`src/rtl/mmv_output_packer_if.sv`:
```
`default_nettype none
// ============================================================================
//  Module      : mmv_output_packer_if
//  Description : Stream bundle for the MMV output packer. It carries the
//                serial per-fold input stream and the multi-pixel output beats.
//  Revision    : 1.0 - initial release
// ============================================================================
interface mmv_output_packer_if #(
    parameter int DATA_W  = 8,
    parameter int MMV_OUT = 2
);
    logic [DATA_W-1:0]         ip_axis_tdata;
    logic                      ip_axis_tvalid;
    logic                      ip_axis_tready;
    logic [MMV_OUT*DATA_W-1:0] op_axis_tdata;
    logic                      op_axis_tvalid;
    logic                      op_axis_tready;
    logic [MMV_OUT-1:0]        op_lane_valid;
    logic                      op_axis_tlast;

    // Packer side
    modport slave (
        input  ip_axis_tdata, ip_axis_tvalid, op_axis_tready,
        output ip_axis_tready, op_axis_tdata, op_axis_tvalid, op_lane_valid, op_axis_tlast
    );

    // Environment side
    modport master (
        output ip_axis_tdata, ip_axis_tvalid, op_axis_tready,
        input  ip_axis_tready, op_axis_tdata, op_axis_tvalid, op_lane_valid, op_axis_tlast
    );
endinterface
`default_nettype wire

```
`src/rtl/mmv_output_packer.sv`:
```
`default_nettype none
// ============================================================================
//  Module      : mmv_output_packer
//  Description : Regroups the compute array's pixel-major/fold-minor stream
//                into beats carrying one channel fold for MMV_OUT pixels.
//                Ping-pong banks let one group fill while the other drains.
//  Revision    : 1.0 - initial release
// ============================================================================
module mmv_output_packer #(
    parameter int    PE           = 1,
    parameter int    OP_PRECISION = 8,
    parameter int    OFMChannels  = 2,
    parameter int    OFMWidth     = 6,
    parameter int    OFMHeight    = 6,
    parameter int    MMV_OUT      = 2,
    parameter string RAM_STYLE    = "auto"
) (
    input  logic                clk,
    input  logic                rst,
    mmv_output_packer_if.slave  axis
);
    localparam int c_data_w = PE * OP_PRECISION;
    localparam int c_eff    = OFMChannels / PE;
    localparam int c_fold_w = (c_eff > 1)     ? $clog2(c_eff)     : 1;
    localparam int c_lane_w = (MMV_OUT > 1)   ? $clog2(MMV_OUT)   : 1;
    localparam int c_col_w  = (OFMWidth > 1)  ? $clog2(OFMWidth)  : 1;
    localparam int c_row_w  = (OFMHeight > 1) ? $clog2(OFMHeight) : 1;
    localparam int c_cnt_w  = $clog2(MMV_OUT + 1);
    localparam int c_depth  = 2 * c_eff * MMV_OUT;
    localparam int c_addr_w = $clog2(c_depth);

    // Bank storage: address = (bank * c_eff + fold) * MMV_OUT + lane
    (* ram_style = RAM_STYLE *) logic [c_data_w-1:0] r_mem [c_depth];

    logic                  r_run;
    logic [1:0]            r_full;
    logic [1:0]            r_last;
    logic [c_cnt_w-1:0]    r_cnt [2];
    logic                  r_wb;
    logic [c_fold_w-1:0]   r_c;
    logic [c_lane_w-1:0]   r_w;
    logic [c_col_w-1:0]    r_col;
    logic [c_row_w-1:0]    r_row;
    logic                  r_rb;
    logic [c_fold_w-1:0]   r_rc;
    logic [MMV_OUT*c_data_w-1:0] r_out_data;
    logic [MMV_OUT-1:0]    r_out_lv;
    logic                  r_out_valid;
    logic                  r_out_last;

    logic                  w_in_ready;
    logic                  w_in_hs;
    logic                  w_fold_end;
    logic                  w_lane_end;
    logic                  w_col_end;
    logic                  w_row_end;
    logic                  w_close;
    logic                  w_load;
    logic                  w_rc_end;
    logic [1:0]            w_set;
    logic [1:0]            w_clr;
    logic [c_addr_w-1:0]   w_wr_addr;
    logic [MMV_OUT*c_data_w-1:0] w_beat;
    logic [MMV_OUT-1:0]    w_lv;

    // r_run holds ready low until the first edge after reset release
    assign w_in_ready = r_run & ~r_full[r_wb];
    assign w_in_hs    = axis.ip_axis_tvalid & w_in_ready;
    assign w_fold_end = (r_c == c_fold_w'(c_eff - 1));
    assign w_lane_end = (r_w == c_lane_w'(MMV_OUT - 1));
    assign w_col_end  = (r_col == c_col_w'(OFMWidth - 1));
    assign w_row_end  = (r_row == c_row_w'(OFMHeight - 1));
    assign w_close    = w_in_hs & w_fold_end & (w_lane_end | w_col_end);
    assign w_set      = w_close ? (r_wb ? 2'b10 : 2'b01) : 2'b00;
    assign w_load     = (axis.op_axis_tready | ~r_out_valid) & r_full[r_rb];
    assign w_rc_end   = (r_rc == c_fold_w'(c_eff - 1));
    assign w_clr      = (w_load & w_rc_end) ? (r_rb ? 2'b10 : 2'b01) : 2'b00;
    assign w_wr_addr  = c_addr_w'((32'(r_wb) * c_eff + 32'(r_c)) * MMV_OUT + 32'(r_w));

    assign axis.ip_axis_tready = w_in_ready;
    assign axis.op_axis_tdata  = r_out_data;
    assign axis.op_lane_valid  = r_out_lv;
    assign axis.op_axis_tvalid = r_out_valid;
    assign axis.op_axis_tlast  = r_out_last;

    // Gather the current fold of the draining bank; lanes past the count read as zero
    always_comb begin
        w_beat = '0;
        w_lv   = '0;
        for (int w = 0; w < MMV_OUT; w++) begin
            if (32'(r_cnt[r_rb]) > w) begin
                w_beat[w*c_data_w +: c_data_w] =
                    r_mem[c_addr_w'((32'(r_rb) * c_eff + 32'(r_rc)) * MMV_OUT + w)];
                w_lv[w] = 1'b1;
            end
        end
    end

    // Bank write port; contents need no reset since lane counts gate every read
    always_ff @(posedge clk) begin
        if (w_in_hs) begin
            r_mem[w_wr_addr] <= axis.ip_axis_tdata;
        end
    end

    // Write-side position counters and per-bank group descriptors
    always_ff @(posedge clk or posedge rst) begin
        if (rst) begin
            r_run    <= 1'b0;
            r_wb     <= 1'b0;
            r_c      <= '0;
            r_w      <= '0;
            r_col    <= '0;
            r_row    <= '0;
            r_last   <= '0;
            r_cnt[0] <= '0;
            r_cnt[1] <= '0;
        end else begin
            r_run <= 1'b1;
            if (w_in_hs) begin
                if (w_fold_end) begin
                    r_c <= '0;
                    if (w_close) begin
                        r_cnt[r_wb]  <= c_cnt_w'(r_w) + 1'b1;
                        r_last[r_wb] <= w_row_end & w_col_end;
                        r_wb         <= ~r_wb;
                        r_w          <= '0;
                    end else begin
                        r_w <= r_w + 1'b1;
                    end
                    if (w_col_end) begin
                        r_col <= '0;
                        r_row <= w_row_end ? '0 : r_row + 1'b1;
                    end else begin
                        r_col <= r_col + 1'b1;
                    end
                end else begin
                    r_c <= r_c + 1'b1;
                end
            end
        end
    end

    // Full flags: writer sets on group close, reader clears on loading the last fold
    always_ff @(posedge clk or posedge rst) begin
        if (rst) begin
            r_full <= '0;
        end else begin
            r_full <= (r_full & ~w_clr) | w_set;
        end
    end

    // One-stage output register; holds steady while stalled
    always_ff @(posedge clk or posedge rst) begin
        if (rst) begin
            r_rb        <= 1'b0;
            r_rc        <= '0;
            r_out_data  <= '0;
            r_out_lv    <= '0;
            r_out_valid <= 1'b0;
            r_out_last  <= 1'b0;
        end else if (w_load) begin
            r_out_data  <= w_beat;
            r_out_lv    <= w_lv;
            r_out_last  <= r_last[r_rb] & w_rc_end;
            r_out_valid <= 1'b1;
            if (w_rc_end) begin
                r_rc <= '0;
                r_rb <= ~r_rb;
            end else begin
                r_rc <= r_rc + 1'b1;
            end
        end else if (axis.op_axis_tready) begin
            r_out_valid <= 1'b0;
        end
    end
endmodule
`default_nettype wire

```
`src/flat_wrapper.sv`:
```
// flat-port wrapper written by rule: the top's interface ports become plain ports
module mmv_output_packer_flat 
#(
    parameter int    PE           = 1,
    parameter int    OP_PRECISION = 8,
    parameter int    OFMChannels  = 2,
    parameter int    OFMWidth     = 6,
    parameter int    OFMHeight    = 6,
    parameter int    MMV_OUT      = 2,
    parameter string RAM_STYLE    = "    "
)
  (clk, rst, axis_ip_axis_tdata, axis_ip_axis_tvalid, axis_op_axis_tready, axis_ip_axis_tready, axis_op_axis_tdata, axis_op_axis_tvalid, axis_op_lane_valid, axis_op_axis_tlast);
  mmv_output_packer_if #(.MMV_OUT(MMV_OUT)) axis_i ();
  input  logic clk;
  input  logic rst;
  input wire logic [$bits(axis_i.ip_axis_tdata)-1:0] axis_ip_axis_tdata;
  input wire logic [$bits(axis_i.ip_axis_tvalid)-1:0] axis_ip_axis_tvalid;
  input wire logic [$bits(axis_i.op_axis_tready)-1:0] axis_op_axis_tready;
  output wire logic [$bits(axis_i.ip_axis_tready)-1:0] axis_ip_axis_tready;
  output wire logic [$bits(axis_i.op_axis_tdata)-1:0] axis_op_axis_tdata;
  output wire logic [$bits(axis_i.op_axis_tvalid)-1:0] axis_op_axis_tvalid;
  output wire logic [$bits(axis_i.op_lane_valid)-1:0] axis_op_lane_valid;
  output wire logic [$bits(axis_i.op_axis_tlast)-1:0] axis_op_axis_tlast;
  assign axis_i.ip_axis_tdata = axis_ip_axis_tdata;
  assign axis_i.ip_axis_tvalid = axis_ip_axis_tvalid;
  assign axis_i.op_axis_tready = axis_op_axis_tready;
  assign axis_ip_axis_tready = axis_i.ip_axis_tready;
  assign axis_op_axis_tdata = axis_i.op_axis_tdata;
  assign axis_op_axis_tvalid = axis_i.op_axis_tvalid;
  assign axis_op_lane_valid = axis_i.op_lane_valid;
  assign axis_op_axis_tlast = axis_i.op_axis_tlast;
  mmv_output_packer #(.PE(PE), .OP_PRECISION(OP_PRECISION), .OFMChannels(OFMChannels), .OFMWidth(OFMWidth), .OFMHeight(OFMHeight), .MMV_OUT(MMV_OUT), .RAM_STYLE(RAM_STYLE)) u_core (.clk(clk), .rst(rst), .axis(axis_i));
endmodule
```
`config.mk`:
```
export PLATFORM = sky130hd
export DESIGN_NAME = mmv_output_packer_flat
export DESIGN_NICKNAME = d
export VERILOG_FILES = /design/src/rtl/mmv_output_packer_if.sv /design/src/rtl/mmv_output_packer.sv /design/src/flat_wrapper.sv
export SDC_FILE = /design/constraint.sdc
export NUM_CORES = 1
export LEC_CHECK = 0
export CAP_MARGIN = 0
export CELL_PAD_IN_SITES_DETAIL_PLACEMENT = 0
export CELL_PAD_IN_SITES_GLOBAL_PLACEMENT = 1
export CORE_ASPECT_RATIO = 0.8
export CORE_MARGIN = 2
export CORE_UTILIZATION = 30
export CTS_BUF_LIST = sky130_fd_sc_hd__clkbuf_8
export DETAILED_ROUTE_END_ITERATION = 10
export PLACE_DENSITY = 0.62
export SLEW_MARGIN = 10
export SYNTH_ARGS = -nofsm -noshare
export SYNTH_HDL_FRONTEND = slang
export SYNTH_SLANG_ARGS = --single-unit
```
`constraint.sdc`:
```
create_clock -name clk -period 2.65 [get_ports clk]
set_clock_uncertainty 0.05 [all_clocks]
set_input_delay 0.3975 -clock clk [delete_from_list [all_inputs] [get_ports clk]]
set_output_delay 0.3975 -clock clk [all_outputs]
set_load 0.03 [all_outputs]
```
**Word-level counts from Yosys, hierarchy flattened**

Memories as Yosys holds them, arrays and structs flattened.
Cells that the tools add are included.

- Add/sub/neg operators: 10
- Order comparisons: 8
- Eq/ne operators: 2
- Multiplexer cells: 32
- Bitwise logic cells: 19
- Reduce and logical (&&, ||, !) cells: 7

Operators by type and width:

| operator | count |
|---|---|
| $mux 1 | 16 |
| $mux 2 | 8 |
| $mux 8 | 2 |
| $add 3x1->3 const B | 3 |
| $and 1x1->1 | 8 |
| $eq 3x3->1 const B | 2 |
| $mux 3 | 2 |
| $reduce_and 3->1 | 2 |
| $add 2x1->2 | 2 |
| $bwmux 4 | 1 |
| $ge 2x2->1 const B | 2 |
| $gt 2x1->1 const B | 2 |
| $lt 1x2->1 const B | 2 |
| $not 1->1 | 4 |
| $not 1->2 | 2 |
| $reduce_and 2->1 | 2 |
| $add 1x1->1 const B | 3 |
| $add 3x1->3 | 1 |
| $add 1x1->2 const B | 1 |
| $and 2x2->2 | 1 |
| $bwmux 2 | 1 |
| $demux 2 s1 | 1 |
| $logic_and 1x1->1 | 2 |
| $lt 2x1->1 const B | 1 |
| 6 further kinds | 7 |

- Register bits after elaboration: 40
- Bits in writable memories: 64
- Output and inout bits: 21
- Logic and storage cells: 95
- Memories: 1

Memories:

| memory | words | width | rd ports | clocked after memory_dff | wr ports | RTL line | RTL |
|---|---|---|---|---|---|---|---|
| u_core.r_mem | 8 | 8 | 2 | 0 | 1 | mmv_output_packer.sv:33 | `(* ram_style = RAM_STYLE *) logic [c_data_w-1:0] r_mem [c_depth];` |

**Depth between registers and ports, before layout**

Gate-level depths: netlist of the first run.

- Depth after elaboration: 9
- Gate-level depth with buffers: 5
- Mapped depth without buffers: 3

**Least setup slack after synthesis of the first run**

OpenSTA, ideal clock, no wires.

- Kind: register -> register
- From: register u_core.r_wb
- To: memory u_core.r_mem[1][0] (netlist name) (enable)
- Setup time: 0.398 ns
- Data arrival time: 1.955 ns
- Data required time: 2.202 ns
- Setup slack: 0.247 ns
- Cell stages (with the launch flop): 5
- Path buffers: 1
- Clock period less this slack: 2.403 ns
- Cell sequence: dfrtp_1 > buf_6 > mux2i_4 > and3_2 > nor4b_1

- Word-level cells in the longest chain between the ends: 7

RTL lines:

| what | RTL line | RTL |
|---|---|---|
| start, declared | mmv_output_packer.sv:39 | `logic r_wb;` |
| start signal, assigned | mmv_output_packer.sv:126 | `r_wb <= ~r_wb;` |
| parallel branches: the longest is 7 deep, another holds $add 3x1->3 | - |  |
| end, declared | mmv_output_packer.sv:33 |  |

Several ways; the timed one is not identified. The select of a mux whose other input is x is not followed.

**Worst setup path after layout of the first run**

- From: register u_core.r_wb
- To: output port axis_ip_axis_tready

- Word-level cells in the longest chain between the ends: 4

RTL lines:

| what | RTL line | RTL |
|---|---|---|
| $mux 1 (not written as such) (2 in a row) | mmv_output_packer.sv:67 | `assign w_in_ready = r_run & ~r_full[r_wb];` |
| $not 1->1 | mmv_output_packer.sv:67 |  |
| $and 1x1->1 | mmv_output_packer.sv:67 |  |
| end, declared | flat_wrapper.sv:19 | `output wire logic [$bits(axis_i.ip_axis_tready)-1:0] axis_ip_axis_tready;` |

No other way between the ends. The select of a mux whose other input is x is not followed.

==> impl_metrics.toml, run 1 <==
[clock_tree]
htree_num_levels = 3
cts_buffer_depth = 2
clk-insertion-delay-late_ns = 0.38
root_buffer = "clkbuf_8"
clock-sinks = 104
cts_tree = "done"
numCtsBuffers = 9
post_cts_buffers = 0
cts_hold_buffers = 0
clk_pin_slew_ns = 0.11
cts_resized = 0

[layout]
fin_util_pct = 36.35
area_growth_pct = 19.10
drive_gt1_share_pct = 23.71
diodes = 0
nNetsFinal = 298

[synth]
synthesis.nets = 253
yosysTopAreaCell = "edfxtp_1"
synth_common_cells = "64 x edfxtp_1, 40 x dfrtp_1, 19 x o21ai_0, 16 x mux4_2, 12 x nand3_1"
synth_area_leaders = "edfxtp_1 47%, dfrtp_1 24%, mux4_2 8.7%, mux2_2 2.7%, o21ai_0 2.3%"
synthFlopType = "edfxtp_1"
synth_seq_cells = 104
synth.avg_cell_area_um2 = 17.10
synthCells = 241
yosysWarnings = 0
synth_top_area_share_pct = 46.63
yosysMostFrequentCell = "edfxtp_1"
synth_edf_count = 64
synth-async-reset-ratio_pct = 38.46
synth_area_um2 = 4121
ys_seq_area_share_pct = 70.92
synth.distinct_cells = 42

[global_routing]
grt_pass1_wl_um = 13140
grt_pass1_vias = 2274
antenna_found_initial = 0
grt_use_total_pct = 12.27
overflow = 0
grt_max_degree = 22

[power_and_ir_drop]
p_per_area_nw_per_um2 = 1028
ir_worst_vdd_mv = 0.4028
cellLeakagePower_nw = 1.789
power.total_mw = 5.044

[critical_path]
end_kind = "output pin"
required_ns = 2.20
cp_cell_sequence = "mux2i_4 > and2_2 > clkdlybuf4s50_1"
cp-startpoint = "u_core.r_wb$_DFFE_PP0P_"
crit_type = "flip-flop to output pin"
crit_family = "buffers and inverters"
critPathSlowestCell = "clkdlybuf4s50_1"
rr_endpoint = "u_core.r_mem[1][1]$_DFFE_PP_"
startpoint_type = "flip-flop"
worstPathArrival_ns = 2.06
slowest_delay_ns = 0.66
r2r_cells = 5
timing.rr.start = "u_core.r_wb$_DFFE_PP0P_"
path_max_fanout = 8
r2r_setup_slack_ns = 0.61
path_buf_inv = 1

[route]
route.met2.wl_um = 3459
vias = 2220
ant_nets = 0
routedWlPerCell_um = 17.53
met1_length_um = 4214
top_layer_used = "met4"
routed-wl-met3_um = 484
first_pass_iters = 4
vias_per_cell = 4.713
first_iter_violations = 164
wirelength_um = 8258
drcViolationCount = 0

[placed_design]
hpwl_um = 5547
place.port_buffers = 32
pre_cts_slack_ns = 0.4695
gp_congestion = 0.7458

[sta]
rsz0062_at_grt = "no"
hold_viol = 0
max_slew_margin_pct = 40.49
layout_min_cycle_time_ns = 2.503
tns_ns = 0
finalWorstSetupSlack_ns = 0.1465
post-route-period-util_pct = 94.47
maxSlewViolCount = 0
setup_viol = 0
fmax_mhz = 399.4
worst_pin_slew_ns = 0.8871

[hold_path]
hp-class = "input port to asynchronous set/reset pin"

[floorplanning]
die_w_um = 135.0
start_util_pct = 30.52
die_area_um2 = 14700
die_y_um = 108.8
io_pins = 33
core_um2 = 13500
fp-row-count = 38

[status]
status = "finished clean"

[job]
drv_cap = 0
## placed cells by master, fill, tap and decap left out, types with 4 or more instances in the layout
master / n
a22o_1: 8
clkbuf_8: 9
nor2_1: 5
mux4_2: 16
xnor2_1: 5
inv_1: 4
edfxtp_1: 64
nand3_1: 12
o21ai_0: 19
buf_4: 18
clkdlybuf4s50_1: 32
mux2_2: 10
nand2_1: 6
dfrtp_1: 40
## stage by stage
stage | hold WS, ns | cell area [µm²] | instances
after floorplan | 0.4100 | 4121 | 241
after global placement | 0.4176 | 4722 | 455
after detailed placement | 0.4153 | 4722 | 455
after CTS | 0.3677 | 4908 | 471
after global routing | 0.3946 | 4908 | 471
final | 0.3534 | 4908 | 471
## routing by layer
metal,GRT usage [%],vias up
met5,0,-
met4,3.571,0
met3,3.626,9
met2,17.44,66
met1,18.21,1127
li1,-,1018
## kinds of logic after synthesis
family	synth area share (%)
mux	12.75
flops	70.92
xor+xnor	1.275
other cells	0.09099
simple gates	6.194
compound gates	6.224
buf+inv	2.550
## worst max path at each step
stage,slack [ns],depth (start not counted),end
after floorplan,0.25,4,u_core.r_mem[1][0]$_DFFE_PP_
after global placement,0.52,5,u_core.r_mem[7][2]$_DFFE_PP_
after detailed placement,0.47,5,u_core.r_mem[3][2]$_DFFE_PP_
after CTS,0.11,3,axis_ip_axis_tready
after global routing,0.07,3,axis_ip_axis_tready
final,0.15,3,axis_ip_axis_tready
## worst reg2reg max path: cells and delay by family, from the launching register on
kind | cells | cell delay [ns]
buf+inv | 2 | 0.42
flops | 1 | 0.57
mux | 1 | 0.29
simple gates | 2 | 0.42
## state kept, by name (all words and copies together) (netlist names)
name and count:
u_core.axis.op_axis_tdata 16, u_core.r_row 3, u_core.r_wb 1, u_core.r_mem 64
u_core.r_run 1, u_core.r_c 1, u_core.r_rb 1, u_core.r_full 2
u_core.r_cnt 4, u_core.r_w 1, u_core.axis.op_lane_valid 2, u_core.r_col 3
u_core.r_last 2, u_core.r_rc 1, u_core.axis.op_axis_tlast 1, u_core.axis.op_axis_tvalid 1
## layout make-up
type                    count  area [µm²]
fillers                  1279        8594
clock buffers               9       123.9
flip-flops and latches    104        2923
multi-input cells         116        1100
clock inverters             7       62.56
well taps                 180       225.2
repair buffers             50       455.4
inverters                   5       18.77
## power breakdown
part	total, mW	switching [mW]	internal, mW	leakage [nW]
clock network	0.956	0.595	0.362	0.0927
logic	1.82	0.972	0.843	0.610
registers	2.27	0.248	2.02	1.09
Note: power is estimated with default switching activity, not from simulation.
==> run 2, diff against run 1 <==
==> constraint.sdc (replaced) <==
create_clock -name clk -period 2.65 [get_ports clk]
set_clock_uncertainty 0.05 [all_clocks]
set_input_delay 0.53 -clock clk [delete_from_list [all_inputs] [get_ports clk]]
set_output_delay 0.53 -clock clk [all_outputs]
set_load 0.03 [all_outputs]
==> impl_metrics.toml, run 2 (synthesized netlist as in run 1, its figures left out) <==
[status]
status = "finished clean"

[layout]
area_growth_pct = 18.82
final_common_cell = "edfxtp_1"
nNetsFinal = 296
final_cell_mix = "64 x edfxtp_1, 39 x dfrtp_1, 32 x clkdlybuf4s50_1"
top_register = "u_core.r_mem"
drive_gt1_share_pct = 23.53
diodes = 0
largest_reg_flops = 64
fill_cells = 1288

[global_routing]
grt_max_degree = 41
grt_pass1_vias = 2227
overflow = 0
antenna_found_initial = 0
grt_pass1_wl_um = 12970
grt_use_total_pct = 12.09

[floorplanning]
die_y_um = 108.8
die_area_um2 = 14700
core_um2 = 13500
start_util_pct = 30.52
io_pins = 33
fp-row-count = 38
die_w_um = 135.0

[placed_design]
pre_cts_slack_ns = 0.3466
gp_congestion = 0.7413
place.port_buffers = 32
hpwl_um = 5290

[sta]
finalWorstSetupSlack_ns = 0.1312
rsz0062_at_grt = "no"
hold_viol = 0
worst_pin_slew_ns = 0.5898
setup_viol = 0
fmax_mhz = 397.0
tns_ns = 0
layout_min_cycle_time_ns = 2.519
max_slew_margin_pct = 60.68
maxSlewViolCount = 0
post-route-period-util_pct = 95.05
holdWs_ns = 0.4505

[power_and_ir_drop]
cellLeakagePower_nw = 1.785
ir_worst_vdd_mv = 0.4315
p_per_area_nw_per_um2 = 1022

[route]
ant_nets = 0
routed-wl-met3_um = 374
first_pass_iters = 4
met1_length_um = 4278
wirelength_um = 8074
drcViolationCount = 0
routedWlPerCell_um = 17.22
vias_per_cell = 4.712
first_iter_violations = 185
top_layer_used = "met4"
route.met2.wl_um = 3311
vias = 2210

[critical_path]
startpoint_type = "flip-flop"
crit_family = "buffers and inverters"
crit_type = "flip-flop to output pin"
path_max_fanout = 8
slowest_delay_ns = 0.66
worstPathArrival_ns = 1.94
end_kind = "output pin"
path_buf_inv = 1
crit_cells = 3
required_ns = 2.07
r2r_cells = 4
critPathSlowestCell = "clkdlybuf4s50_1"
cp_cell_sequence = "mux2i_4 > and2_2 > clkdlybuf4s50_1"

[clock_tree]
clock-sinks = 104
htree_num_levels = 3
root_buffer = "clkbuf_8"
clk_pin_slew_ns = 0.11
clk-insertion-delay-late_ns = 0.37
cts_tree = "done"
cts_buffer_depth = 2
numCtsBuffers = 9

[hold_path]
min_delay_path_depth = 1
hp-class = "flip-flop to flip-flop"

[job]
drv_cap = 0
## run 2: worst reg2reg max path: stages (launching register included)
cell	delay, ns
dfrtp_1	0.51
inv_1	0.20
nand3_1	0.18
nor4b_1	0.44
buf_4	0.27
## run 2: path summary, 6_finish.rpt
kind | from | to | slack (ns)
max in group asynchronous | rst | u_core.r_wb$_DFFE_PP0P_ | 1.62
setup / recovery | u_core.r_wb$_DFFE_PP0P_ | axis_ip_axis_tready | 0.13
min in group asynchronous | rst | u_core.axis.op_axis_tdata[9]$_DFFE_PP0N_ | 0.54
setup reg to reg | u_core.r_w$_DFFE_PP0P_ | u_core.r_mem[2][4]$_DFFE_PP_ | 0.70
hold / removal | u_core.axis.op_lane_valid[1]$_DFFE_PP0N_ | u_core.axis.op_lane_valid[1]$_DFFE_PP0N_ | 0.45
hold reg to reg | u_core.axis.op_lane_valid[1]$_DFFE_PP0N_ | u_core.axis.op_lane_valid[1]$_DFFE_PP0N_ | 0.45
## run 2: metal layers
layer	track usage [%]	vias up
li1	-	1018
met1	18.33	1127
met2	16.53	54
met3	3.487	11
met4	4.018	0
met5	0	-
## run 2: what timing repair did
item	CTS	global route
setup buffers	0	0
endpoints found under the hold margin	0	0
hold buffers	0	0
setup endpoints to repair	1	0
gates resized for setup	1	0
## run 2: cell type report
type,count,area [µm²],share of cell area (%)
Sequential cell,104,2924,59.71
Multi-Input combinational cell,116,1100,22.46
Timing Repair Buffer,48,440.4,8.993
Tap cell,180,225.2,4.599
Clock buffer,9,123.9,2.529
Clock inverter,7,65.06,1.329
Inverter,5,18.77,0.3832
## run 2: where the power goes
part	total [mW]	internal [mW]	switching, mW	leakage (nW)
Combinational	1.77	0.829	0.939	0.600
Sequential	2.30	2.03	0.274	1.09
Clock	0.936	0.362	0.574	0.0988
Total	5.00	3.22	1.79	1.78
## run 2: per-stage QoR
stage | std cells | area [µm²] | util, % | total power, mW
after global routing | 469 | 4897 | 36.27 | 5.319
after floorplan | 241 | 4121 | - | 3.528
after CTS | 469 | 4897 | 36.27 | 5.083
after detailed placement | 453 | 4707 | 34.86 | 4.119
after global placement | 453 | 4707 | 34.86 | 4.096
final | 469 | 4897 | 36.27 | 5.004
